`config.mk`:
```
export PLATFORM = sky130hd
export DESIGN_NAME = crc5_check
export DESIGN_NICKNAME = d
export VERILOG_FILES = /design/src/rtl/crc5_check.sv
export SDC_FILE = /design/constraint.sdc
export NUM_CORES = 1
export LEC_CHECK = 0
export ABC_CLOCK_PERIOD_IN_PS = 2200
export CAP_MARGIN = 20
export CORE_ASPECT_RATIO = 0.75
export CORE_UTILIZATION = 48
export CTS_BUF_LIST = sky130_fd_sc_hd__clkbuf_4
export CTS_CLUSTER_SIZE = 40
export DETAILED_ROUTE_END_ITERATION = 8
export PLACE_DENSITY_LB_ADDON = 0.15
export SLEW_MARGIN = 20
export SYNTH_ARGS = -nofsm -noshare
export SYNTH_HDL_FRONTEND = slang
export SYNTH_SLANG_ARGS = --single-unit
export TNS_END_PERCENT = 50
```
`constraint.sdc`:
```
create_clock -name clk -period 2.2 [get_ports clk]
set_input_delay 0.66 -clock clk [delete_from_list [all_inputs] [get_ports clk]]
set_output_delay 0.66 -clock clk [all_outputs]
set_load 0.1 [all_outputs]
```
`src/rtl/crc5_check.sv`:
```
// Serial CRC-5 (x^5+x^2+1) packet checker: forwards payload bits through a 5-bit
// delay line so the trailing CRC is stripped, then reports pass/fail and length.
module crc5_check (
   input  logic       clk,
   input  logic       rst_L,
   input  logic       inb,
   input  logic       recving,
   input  logic       hold,
   output logic       outb,
   output logic       out_valid,
   output logic       done,
   output logic       crc_ok,
   output logic       crc_err,
   output logic [5:0] pkt_len
);

   // state   | meaning
   // S_IDLE  | waiting for the first accepted bit of a packet
   // S_RECV  | shifting packet bits, forwarding once the delay line is full
   // S_CHECK | one-cycle verdict (done=1), then back to S_IDLE
   typedef enum logic [1:0] {S_IDLE, S_RECV, S_CHECK} state_t;

   localparam logic [4:0] LFSR_INIT = 5'b11111;
   localparam logic [4:0] RESIDUAL  = 5'b01100;
   localparam logic [4:0] POLY_LOW  = 5'b00101;

   state_t     state_q, state_d;
   logic [4:0] lfsr_q, lfsr_nx;
   logic [4:0] dl_q;
   logic [2:0] fill_q;
   logic       ok_q, err_q;
   logic       accept;
   logic       pass;
   logic       full;

   always_comb begin
      state_d = state_q;
      accept  = 1'b0;
      done    = 1'b0;
      case (state_q)
         S_IDLE: begin
            if (recving && !hold) begin
               accept  = 1'b1;
               state_d = S_RECV;
            end
         end
         S_RECV: begin
            if (!recving)  state_d = S_CHECK;
            else if (!hold) accept = 1'b1;
         end
         S_CHECK: begin
            done    = 1'b1;
            state_d = S_IDLE;
         end
         default: state_d = S_IDLE;
      endcase
   end

   assign full      = (fill_q == 3'd5);
   assign lfsr_nx   = {lfsr_q[3:0], 1'b0} ^ ((lfsr_q[4] ^ inb) ? POLY_LOW : 5'b00000);
   assign pass      = full && (lfsr_q == RESIDUAL);
   assign out_valid = accept && full;
   assign outb      = out_valid & dl_q[4];

   // The verdict is visible during the done cycle itself, then held by the flops.
   assign crc_ok  = ok_q  | (done & pass);
   assign crc_err = err_q | (done & !pass);

   always_ff @(posedge clk or negedge rst_L) begin
      if (!rst_L) begin
         state_q <= S_IDLE;
         lfsr_q  <= LFSR_INIT;
         dl_q    <= 5'b00000;
         fill_q  <= 3'd0;
         ok_q    <= 1'b0;
         err_q   <= 1'b0;
         pkt_len <= 6'd0;
      end else begin
         state_q <= state_d;
         if (done) begin
            lfsr_q <= LFSR_INIT;
            dl_q   <= 5'b00000;
            fill_q <= 3'd0;
            ok_q   <= pass;
            err_q  <= !pass;
         end else if (accept) begin
            lfsr_q <= lfsr_nx;
            dl_q   <= {dl_q[3:0], inb};
            if (!full) fill_q <= fill_q + 3'd1;
         end
         if (state_q == S_IDLE && accept) begin
            ok_q    <= 1'b0;
            err_q   <= 1'b0;
            pkt_len <= 6'd0;
         end else if (out_valid && pkt_len != 6'd63) begin
            pkt_len <= pkt_len + 6'd1;
         end
      end
   end

endmodule
```
==> impl_summary.md <==
Setup path
For the worst flop-to-flop path, the logic depth is 4. The data arrival time of the critical path is 1.72 ns. The launch point of the worst path is fill_q[1]. The top fanout value on the critical path is 3. The most critical setup path has its endpoint at crc_err. For flop-to-flop paths, the worst setup slack is 0.48 ns. STA classifies the critical path endpoint as a primary output. The critical path startpoint category is a register. Data on the critical path is required at its endpoint by 1.54 ns.

The startpoint of the lowest-slack register-to-register path is state_q[1]. The endpoint identified for the worst register-to-register timing path is pkt_len[0]. The worst setup path is of the register to primary output kind.

Route
Dividing the detail-routed via count by the number of cells gives 5.467. Dividing the detail-routed wire length by the instance count gives 14.17 µm. The final layout contains routed wiring with a total length of 2607 µm.

The routed layout has 1006 vias. The number of DRC violations after detailed-routing iteration 0 is 27. In this run the remaining antenna-violating nets after routing total 0. The remaining design rule violation count is 0.

The first TritonRoute pass finished after 4 iterations.

Placed design
The count of buffers from port buffering is 15. The final weighted congestion in routability-driven placement is 0.8633. Detailed placement finished with a half-perimeter wire length of 1876 µm. In this run, placement finished with an instance count of 178.

Once placement finished, the instance area stood at 1577 µm².

Clocking
Clock-pin slew was measured on the worst setup and hold paths at 0.14 ns. The clock insertion delay at the later pin of the skew report is 0.32 ns. The tree is rooted in a clkbuf_4. The number of buffers created by CTS is 3. No sink is reached through more buffers than the 2 on the longest clock path.

The number of clock sinks is 23. TritonCTS built the clock tree. The H-tree depth reported by CTS is 1. The number of hold buffers added after CTS was 0.

Final layout
With fillers left out, the area of the finished cells amounts to 1637 µm². The layout cell share with drive strength beyond 1 is 30.00%. The number of filler instances in the final layout is 167. The final layout contains 159 nets. The area growth from synthesis to layout is 38.12%.

The number of antenna repair diodes is 0. Excluding fillers, the count of instances in the completed layout stands at 184. The core utilization of the finished layout is 70.89%.

Logic synthesis
In this run, synthesis inferred 0 flip-flops with an integrated enable. Of the synthesized area, sequential elements account for 49.10%. The number of standard cells after synthesis is 123.

The synthesized area per cell is 9.633 µm². Sorting the synthesized cells by how often they occur yields nand2_1 (25), dfrtp_1 (18), nand3_1 (9). The area fraction of the dominant cell type after synthesis is 38.01%.

The leading register cell type out of synthesis is dfrtp_1. The synthesized area is 1185 µm². The number of nets handed over by synthesis was 131. The total number of yosys warnings is 0. The post-synthesis cell type count is 39. The most instantiated library cell after synthesis is nand2_1.

The post-synthesis async set-or-reset flop share is 100.0%. In the post-synthesis netlist, the biggest area contributors are dfrtp_1 (38%), dfstp_2 (11%), nand2_1 (7.9%). The biggest area contributor in the post-synthesis netlist is dfrtp_1. The post-synthesis register bit count is 23.

Job
Across the run, the number of max-cap violations was 0.

Die
Once the floorplan was initialized, standard cells occupied 51.33% of the core. From left edge to right edge, the die measures 59.37 µm. The die covers 2673 µm². The floorplan core area is 2308 µm².

The top-level I/O count is 16. The floorplan has 15 rows. Measured along the y axis, the die boundary spans 45.03 µm.

Global route
Entering global routing, the biggest net connects 24 pins. The total congestion overflow is 0. The via count of the first global-routing pass is 899. The wire length of the first global-routing pass is 4153 µm. For this run, the total global-route usage over all layers was measured as 21.32%.

The initial antenna violation count is 0.

Timing
Setup repair after global routing could not meet its margin everywhere. Static timing analysis puts the maximum clock frequency at 420.8 MHz. Headroom to the max-slew limit came out at 78.89%. The post-layout worst setup margin is -0.1766 ns. The max-slew violation total from the final report came to 0. The number of endpoints with negative hold slack in the final report is 0. The post-route clock skew is 0.01520 ns. For the pin with the worst max-slew slack, the measured transition is 0.3122 ns. The post-route setup TNS is -0.4628 ns. The period utilization is 108.0%. The count of endpoints failing setup in the final report is 4.

Subtracting the final worst setup slack from the clock period gives 2.377 ns. Across all hold checks on the routed design, the worst slack comes to 0.4920 ns.

Outcome
The checks that failed: negative setup slack. The flow ran to the end, but the final reports show violations.

Power
The analysis attributes to cell leakage a power of 0.0007146 µW. The total power divided by cell area is 706.5 nW/µm². The peak ir drop on the vdd network is 0.5074 mV.

Worst hold path
The worst min-delay path class is register to register.
worst min path at each step:
stage,startpoint,end,depth (start not counted)
global route,dl_q[2],dl_q[3],2
finish,dl_q[0],dl_q[1],2
global placement,dl_q[1],dl_q[2],2
CTS,lfsr_q[0],lfsr_q[1],2
detailed placement,dl_q[1],dl_q[2],2
floorplan,rst_L,dl_q[0],0
critical path: stages, from the launching register on:
cell and delay (ns):
dfrtp_1 0.40, inv_1 0.06, ha_2 0.17, nand4_1 0.12
nor4_2 0.22, buf_4 0.20, o21bai_4 0.06, buf_12 0.17
per-stage QoR:
stage | total power, µW | setup WS (ns)
3_5_place_dp | 941.7 | -0.4283
4_1_cts | 1165 | -0.1727
5_1_grt | 1221 | -0.2713
3_3_place_gp | 924.3 | -0.4086
6_report | 1156 | -0.1766
2_1_floorplan | 806.8 | -0.2588
routing by layer:
| metal | global-route usage, % | vias up | part of all wire (%) |
|---|---|---|---|
| met2 | 31.01 | 29 | 45 |
| met4 | 5.238 | 0 | 0.46 |
| met1 | 31.00 | 482 | 50 |
| li1 | - | 493 | - |
| met3 | 6.590 | 2 | 4.7 |
| met5 | 0 | - | 0 |
power breakdown:
| part | switching (µW) | internal (µW) | leakage, µW |
|---|---|---|---|
| Clock | 130 | 67.9 | 0.0000177 |
| Combinational | 210 | 167 | 0.000402 |
| Sequential | 68.3 | 514 | 0.000294 |
what timing repair did:
item,4_1_cts,5_1_grt
endpoints found under the setup margin,4,4
pin swaps,1,1
buffers inserted,2,0
endpoints found under the hold margin,0,0
gates resized for setup,8,0
logic make-up after synthesis:
logic type,count (synthesis),share of synthesized area [%]
flip-flops,23,49.10
buffers and inverters,9,3.485
AO/OA/AOI/OAI,19,10.98
adder cells (fa/ha/maj),3,3.168
XOR/XNOR,2,1.479
AND/OR/NAND/NOR,64,29.25
multiplexers,3,2.534
state kept, by name (all words and copies together), names as in the netlist:
name / cells
pkt_len: 6
dl_q: 5
lfsr_q: 5
err_q: 1
ok_q: 1
state_q: 2
fill_q: 3
layout make-up:
type,count,area (µm²),share of cell area [%]
Clock buffer,3,22.52,1.376
Clock inverter,1,5.005,0.3058
Inverter,3,12.51,0.7645
Multi-Input combinational cell,91,608.1,37.16
Sequential cell,23,581.8,35.55
Tap cell,34,42.54,2.599
Timing Repair Buffer,29,364.1,22.25
placed cells by master (no fill, tap or decap), types with 2 or more instances in the layout:
cell	Yosys	layout
clkinv_2	0	2
mux2i_1	3	3
nor3_1	6	6
ha_1	3	2
clkdlybuf4s50_1	0	2
clkbuf_4	0	3
dfstp_2	5	5
inv_1	2	2
and2_1	2	2
nand2_1	25	25
nand3_1	9	9
nor3b_1	2	2
a211oi_1	2	2
nand4b_1	3	3
buf_12	0	11
or3_1	2	2
dfrtp_1	18	18
a21oi_1	4	4
a31oi_1	2	2
buf_4	0	14
o21ai_0	6	6
(Power assumes the default switching activity.)
